**config.mk**
```make
export PLATFORM = sky130hd
export DESIGN_NAME = fetch_stage
export DESIGN_NICKNAME = d
export VERILOG_FILES = /design/src/rtl/fetch_stage_pkg.sv /design/src/rtl/fetch_stage_fifo.sv /design/src/rtl/fetch_stage.sv
export SDC_FILE = /design/constraint.sdc
export NUM_CORES = 1
export LEC_CHECK = 0
export ABC_AREA = 1
export BUFFER_PORTS_ARGS = -buffer_cell sky130_fd_sc_hd__buf_2
export CAP_MARGIN = 0
export CORE_ASPECT_RATIO = 1.5
export CORE_UTILIZATION = 50
export CTS_BUF_LIST = sky130_fd_sc_hd__clkbuf_8
export CTS_CLUSTER_SIZE = 30
export DETAILED_ROUTE_END_ITERATION = 6
export GPL_ROUTABILITY_DRIVEN = 1
export GPL_TIMING_DRIVEN = 0
export PLACE_DENSITY_LB_ADDON = 0.25
export SETUP_SLACK_MARGIN = 0.1
export SYNTH_ARGS = -nofsm -noshare
export SYNTH_HDL_FRONTEND = slang
export SYNTH_SLANG_ARGS = --single-unit
```
**constraint.sdc**
```tcl
create_clock -name clk -period 8.55 [get_ports clk]
set_clock_uncertainty 0.2 [all_clocks]
set_input_delay 1.71 -clock clk [delete_from_list [all_inputs] [get_ports clk]]
set_output_delay 1.71 -clock clk [all_outputs]
set_load 0.03 [all_outputs]
```
**src/rtl/fetch_stage_pkg.sv**
```systemverilog
// Shared fetch-pipeline definitions: widths, reset PC, the NOP bubble and the fetch entry layout.
// Latency: n/a (types and constants only).
// Backpressure: n/a.
//
// Contents:
//   INST_W / ADDR_W  instruction and address widths
//   NOP_INST         instruction shown to decode when no valid entry is presented
//   PC_RESET         reset value for PC-holding registers
//   fetch_entry_t    {pc, inst} pair buffered between fetch and decode
package fetch_stage_pkg;

    localparam int INST_W = 32;
    localparam int ADDR_W = 32;

    // addi x0, x0, 0
    localparam logic [INST_W-1:0] NOP_INST = 32'h0000_0013;
    localparam logic [ADDR_W-1:0] PC_RESET = 32'h0000_0000;

    typedef struct packed {
        logic [ADDR_W-1:0] pc;
        logic [INST_W-1:0] inst;
    } fetch_entry_t;

endpackage

```
**src/rtl/fetch_stage_fifo.sv**
```systemverilog
// Circular DEPTH-entry buffer of {pc, inst} pairs with push/pop/clear and an occupancy count.
// Latency: a push is visible at the head on the cycle after it is written (registered storage).
// Backpressure: none internally; the owner must never push into a full buffer without a pop.
//
// Ports:
//   clk, reset_n         clock, asynchronous active-low reset
//   clear                empty the buffer (overrides push and pop)
//   push, push_dat       write an entry at the tail
//   pop                  drop the head entry (ignored when empty)
//   head_vld, head_dat   head entry and its valid flag
//   count                number of stored entries (0..DEPTH)
module fetch_fifo
    import fetch_stage_pkg::*;
#(
    parameter int DEPTH = 2
) (
    input  logic                         clk,
    input  logic                         reset_n,
    input  logic                         clear,
    input  logic                         push,
    input  fetch_entry_t                 push_dat,
    input  logic                         pop,
    output logic                         head_vld,
    output fetch_entry_t                 head_dat,
    output logic [$clog2(DEPTH):0]       count
);

    localparam int PW = $clog2(DEPTH);
    localparam int CW = PW + 1;

    fetch_entry_t    mem [DEPTH];
    logic [PW-1:0]   wr_ptr;
    logic [PW-1:0]   rd_ptr;
    logic            pop_ok;

    assign head_vld = (count != '0);
    assign head_dat = mem[rd_ptr];
    assign pop_ok   = pop & head_vld;

    // Storage carries no reset; validity is tracked by count alone.
    always_ff @(posedge clk) begin
        if (push && !clear) begin
            mem[wr_ptr] <= push_dat;
        end
    end

    // DEPTH is a power of two, so the pointers wrap on their natural width.
    always_ff @(posedge clk or negedge reset_n) begin
        if (!reset_n) begin
            wr_ptr <= '0;
            rd_ptr <= '0;
            count  <= '0;
        end else if (clear) begin
            wr_ptr <= '0;
            rd_ptr <= '0;
            count  <= '0;
        end else begin
            if (push) begin
                wr_ptr <= wr_ptr + PW'(1);
            end
            if (pop_ok) begin
                rd_ptr <= rd_ptr + PW'(1);
            end
            case ({push, pop_ok})
                2'b10:   count <= count + CW'(1);
                2'b01:   count <= count - CW'(1);
                default: count <= count;
            endcase
        end
    end

    // A push into a full buffer without a matching pop would overwrite the head.
    a_no_overflow: assert property (@(posedge clk) disable iff (!reset_n)
        !(push && !clear && !pop_ok && (count == CW'(DEPTH))));

endmodule

```
**src/rtl/fetch_stage.sv**
```systemverilog
// Instruction fetch: issues a 1-cycle IMEM read per accepted PC and queues {pc, inst} toward decode.
// Latency: PC accepted in cycle N appears on dec_* in cycle N+2.
// Backpressure: credit-based; fetch_stall rises when buffered + in-flight fetches would reach DEPTH.
//
// Ports:
//   clk, reset_n       clock, asynchronous active-low reset
//   pc                 address to fetch this cycle
//   flush              redirect: drop the in-flight read and every buffered entry
//   fetch_stall        1 = the PC must hold; no fetch accepted this cycle
//   imem_req/addr      IMEM read enable and word-aligned address
//   imem_rdata         IMEM data, valid the cycle after imem_req
//   dec_valid/ready    head handshake toward decode
//   dec_pc/dec_inst    head entry (0 / NOP_INST when dec_valid is low)
module fetch_stage
    import fetch_stage_pkg::*;
#(
    parameter int          DEPTH    = 2,
    parameter logic [31:0] NOP_INST = fetch_stage_pkg::NOP_INST
) (
    input  logic        clk,
    input  logic        reset_n,
    input  logic [31:0] pc,
    input  logic        flush,
    output logic        fetch_stall,
    output logic        imem_req,
    output logic [31:0] imem_addr,
    input  logic [31:0] imem_rdata,
    output logic        dec_valid,
    input  logic        dec_ready,
    output logic [31:0] dec_pc,
    output logic [31:0] dec_inst
);

    localparam int CW = $clog2(DEPTH) + 1;

    logic              inflight;
    logic              killed;
    logic [31:0]       inflight_pc;

    logic              head_vld;
    fetch_entry_t      head_dat;
    fetch_entry_t      push_dat;
    logic [CW-1:0]     count;
    logic [CW-1:0]     occ;
    logic [CW-1:0]     occ_after_pop;
    logic              pop;
    logic              push;
    logic              can_issue;

    // ------------------------------------------------------------------
    // Credit: every outstanding read already owns a buffer slot, so the
    // occupancy seen by the issue logic is stored entries plus the read in
    // flight. An entry leaving this cycle frees its slot immediately.
    // ------------------------------------------------------------------
    assign pop           = head_vld & dec_ready;
    assign occ           = count + CW'(inflight);
    assign occ_after_pop = occ - CW'(pop);
    assign can_issue     = (occ_after_pop < CW'(DEPTH));

    assign fetch_stall   = ~can_issue;
    assign imem_req      = can_issue & ~flush & reset_n;
    assign imem_addr     = {pc[31:2], 2'b00};

    // A response is buffered unless a redirect has overtaken it; a redirect
    // in the response cycle itself wins over the push.
    assign push          = inflight & ~killed & ~flush;
    assign push_dat      = '{pc: inflight_pc, inst: imem_rdata};

    always_ff @(posedge clk or negedge reset_n) begin
        if (!reset_n) begin
            inflight    <= 1'b0;
            killed      <= 1'b0;
            inflight_pc <= PC_RESET;
        end else begin
            inflight <= imem_req;
            // Marks a read that was outstanding when a redirect hit, so its
            // data can never reach the buffer even if it lands late.
            killed   <= flush & inflight;
            if (imem_req) begin
                inflight_pc <= pc;
            end
        end
    end

    fetch_fifo #(
        .DEPTH (DEPTH)
    ) u_fifo (
        .clk      (clk),
        .reset_n  (reset_n),
        .clear    (flush),
        .push     (push),
        .push_dat (push_dat),
        .pop      (pop),
        .head_vld (head_vld),
        .head_dat (head_dat),
        .count    (count)
    );

    // The head is always taken from registered storage, never bypassed from
    // the IMEM response, which fixes the PC-to-decode latency at two cycles.
    assign dec_valid = head_vld;
    assign dec_pc    = head_vld ? head_dat.pc   : 32'h0;
    assign dec_inst  = head_vld ? head_dat.inst : NOP_INST;

    a_occ_bound: assert property (@(posedge clk) disable iff (!reset_n)
        occ <= CW'(DEPTH));

    a_head_stable: assert property (@(posedge clk) disable iff (!reset_n)
        (dec_valid && !dec_ready && !flush) |=> ($stable(dec_pc) && $stable(dec_inst)));

endmodule

```
==> results.md <==
* Remaining DRCs at 0
* Final period util at 0.6124
* Pin count of the biggest net entering global routing at 40
* Post-Synthesis Cells at ~570
* Slowest-stage cell, CP: buf_2
* Cell taking the most area after synthesis: edfxtp_1
* Crit-path max FO at 39
* Gr ovfl total at 0
* Setup TNS at 0 ps
* # nets final at between 800 and 900
* Max_cap viols at 0
* I/O pin count at 167
* Max-slew violations at 0
* Startpoint Class: input port
* CTS Buffer Depth at 2
* Worst hold path depth at 0
* R2r worst-path depth at 4
* CTS clk-pin slew, worst paths at 80 ps
* Layout area overhead at 22.32%
* Fmax at 191.0 MHz
* Final hold violation count at 0
* Cell area after synthesis at ~6600 um2
* CP cell instances: buf_2 > nand2_1 > inv_1 > nand2_4 > buf_6 > inv_1 > buf_2
* DR iter-0 viols at around 180
* Top cell type's share of synthesized area at 0.5786
* Final design area excluding fillers at about 8000 um2
* CP required at 6640 ps
* Total CTS buffers at 17
* Area of the die at roughly 14000 um2
* Power Density at 317.3 nW/um2
* CTS tree: built
* Status: completed
* Starting density of the core at 0.5128
* CTS root buffer: clkbuf_8
* Cell Rows at just over 50
* Post-synthesis sequential area ratio at 0.7218
* Post-CTS setup buffer count at 0
* DP Wirelength at 9802 um
* Port bufs at approximately 160
* Die height at approximately 140 um
* Unrepaired setup endpoints after global routing: no
* Routability cong. at 0.7328
* Min Tclk post-route at around 5200 ps
* Syn Area/Cell at 11.74 um2
* Hold WC Path Type: flop to flop
* Slew HR at 0.3515
* Worst Tran Pin Value at 970.4 ps
* Top cells by area, synth: edfxtp_1 (58%), dfrtp_1 (14%), nand2_1 (12%)
* Netlist cell types at 21
* GRT Total Usage at 0.2067
* Peak supply drop at around 0.00017 V
* CTS resizes at 0
* Final setup viols at 0
* Number of global-route vias before repair at roughly 4500
* Remaining antenna violation count at 0
* Critical Path Sink Type: primary output
* Final wirelength at approximately 14000 um
* DR pass1 iterations at 4
* Core ar. at approximately 13000 um2
* Layout cells sized above 1 at 0.3368
* N_diodes at 0
* Synth warn at 0
* Worst path max stage delay at 660 ps
* Flops & latches, synth at approximately 170
* Routed length per instance at about 15 um
* Hold buffer count at cts at 0
* Clock Latency Late Sink at ~420 ps
* Crit Path Class: input port to primary output
* # clock sinks at 166
* Initial antenna violation count at 0
* Via count at about 4700
* H-tree Lvls at 4
* Routed vias/inst at about 5.0
* Leak Pwr at around 3.6 nW
* Post-DP Area at a little under 8000 um2
* First-pass GRT wire length at 21080 um
* Die Span X at 96.11 um
* WP data arrival at between 3000 and 4000 ps
-- kinds of logic after synthesis --
| group | after synthesis | synth area share |
|---|---|---|
| AND/OR/NAND/NOR | 254 | 0.1535 |
| AO/OA/AOI/OAI | 66 | 0.05010 |
| other | 1 | 0.0005645 |
| flip-flops | 166 | 0.7218 |
| XOR/XNOR | 2 | 0.002638 |
| buffers and inverters | 76 | 0.06950 |
| adder cells (fa/ha/maj) | 1 | 0.001883 |
-- placed cells by master (no fill, tap or decap), types with 6 or more instances in the layout --
master and n:
clkinv_4 6, a21oi_1 62, buf_2 179, dfrtp_1 38
clkbuf_1 6, nand3_1 37, nand2_1 210, inv_1 13
edfxtp_1 128, buf_4 36, clkbuf_8 18
-- cells in the mapped netlist --
library cell	instances
buf_6	3
nor2_1	3
edfxtp_1	128
xnor2_1	1
conb_1	1
nand2_4	2
o21bai_1	1
clkbuf_1	6
nand3_1	37
clkinv_1	1
nor2_2	2
a21oi_1	62
buf_2	15
inv_1	13
buf_1	2
dfrtp_1	38
xor2_1	1
buf_4	36
o21ai_0	3
nand2_1	210
ha_1	1
-- registers in the layout (all words and copies together), names as in the netlist --
name	count
inflight_pc	32
u_fifo.wr_ptr	1
killed	1
u_fifo.count	2
u_fifo.rd_ptr	1
inflight	1
u_fifo.mem	128
-- layout make-up --
cell class,instances,area [um2]
fill,1051,4828
buffer,62,409.1
multi-input combinational,325,1405
tap,159,198.9
timing repair buffer,167,888.4
clock buffer,18,247.7
sequential,166,4795
clock inverter,14,128.9
inverter,14,52.55
-- worst max-delay path, delay by kind of cell --
family | cells | cell delay (ps)
simple gates | 2 | 240
buf+inv | 5 | 1340
-- through the flow --
step | util | std cells | setup WS (ps) | total power, mW | hold slack (ps)
2_1_floorplan | - | 567 | 3215 | 1.780 | 242.4
3_3_place_gp | 0.5918 | 890 | 1641 | 2.053 | 248.0
3_5_place_dp | 0.5982 | 893 | 3255 | 2.087 | 254.0
4_1_cts | 0.6273 | 925 | 3243 | 2.605 | 274.1
5_1_grt | 0.6273 | 925 | 3079 | 2.736 | 281.7
6_report | 0.6273 | 925 | 3314 | 2.578 | 273.3
-- report_power, final --
group	leakage (nW)	internal [mW]	total, mW	switching (mW)
clock network	0.192	0.241	0.519	0.278
registers	1.64	1.04	1.10	0.0684
logic	1.80	0.269	0.955	0.686
total	3.63	1.55	2.58	1.03
-- layer usage --
metal / track usage / vias up / wire, um
li1: - / 2259 / -
met1: 0.2228 / 2208 / 5059
met2: 0.3852 / 167 / 7652
met3: 0.04153 / 18 / 728
met4: 0.08091 / 0 / 229
met5: 0 / - / 0
-- path summary, 6_finish.rpt --
| check | startpoint | end | slack (ps) |
|---|---|---|---|
| worst max register to register | killed$_DFF_PN0_ | u_fifo.mem[1][58]$_DFFE_PP_ | 6240 |
| worst max-delay path | reset_n | imem_req | 3310 |
| max in group asynchronous | reset_n | inflight_pc[1]$_DFFE_PN0P_ | 6380 |
| min in group asynchronous | reset_n | inflight_pc[9]$_DFFE_PN0P_ | 1200 |
| worst min register to register | inflight_pc[1]$_DFFE_PN0P_ | u_fifo.mem[1][33]$_DFFE_PP_ | 270 |
| worst min-delay path | inflight_pc[1]$_DFFE_PN0P_ | u_fifo.mem[1][33]$_DFFE_PP_ | 270 |
Power figures use the tool's default switching activity.
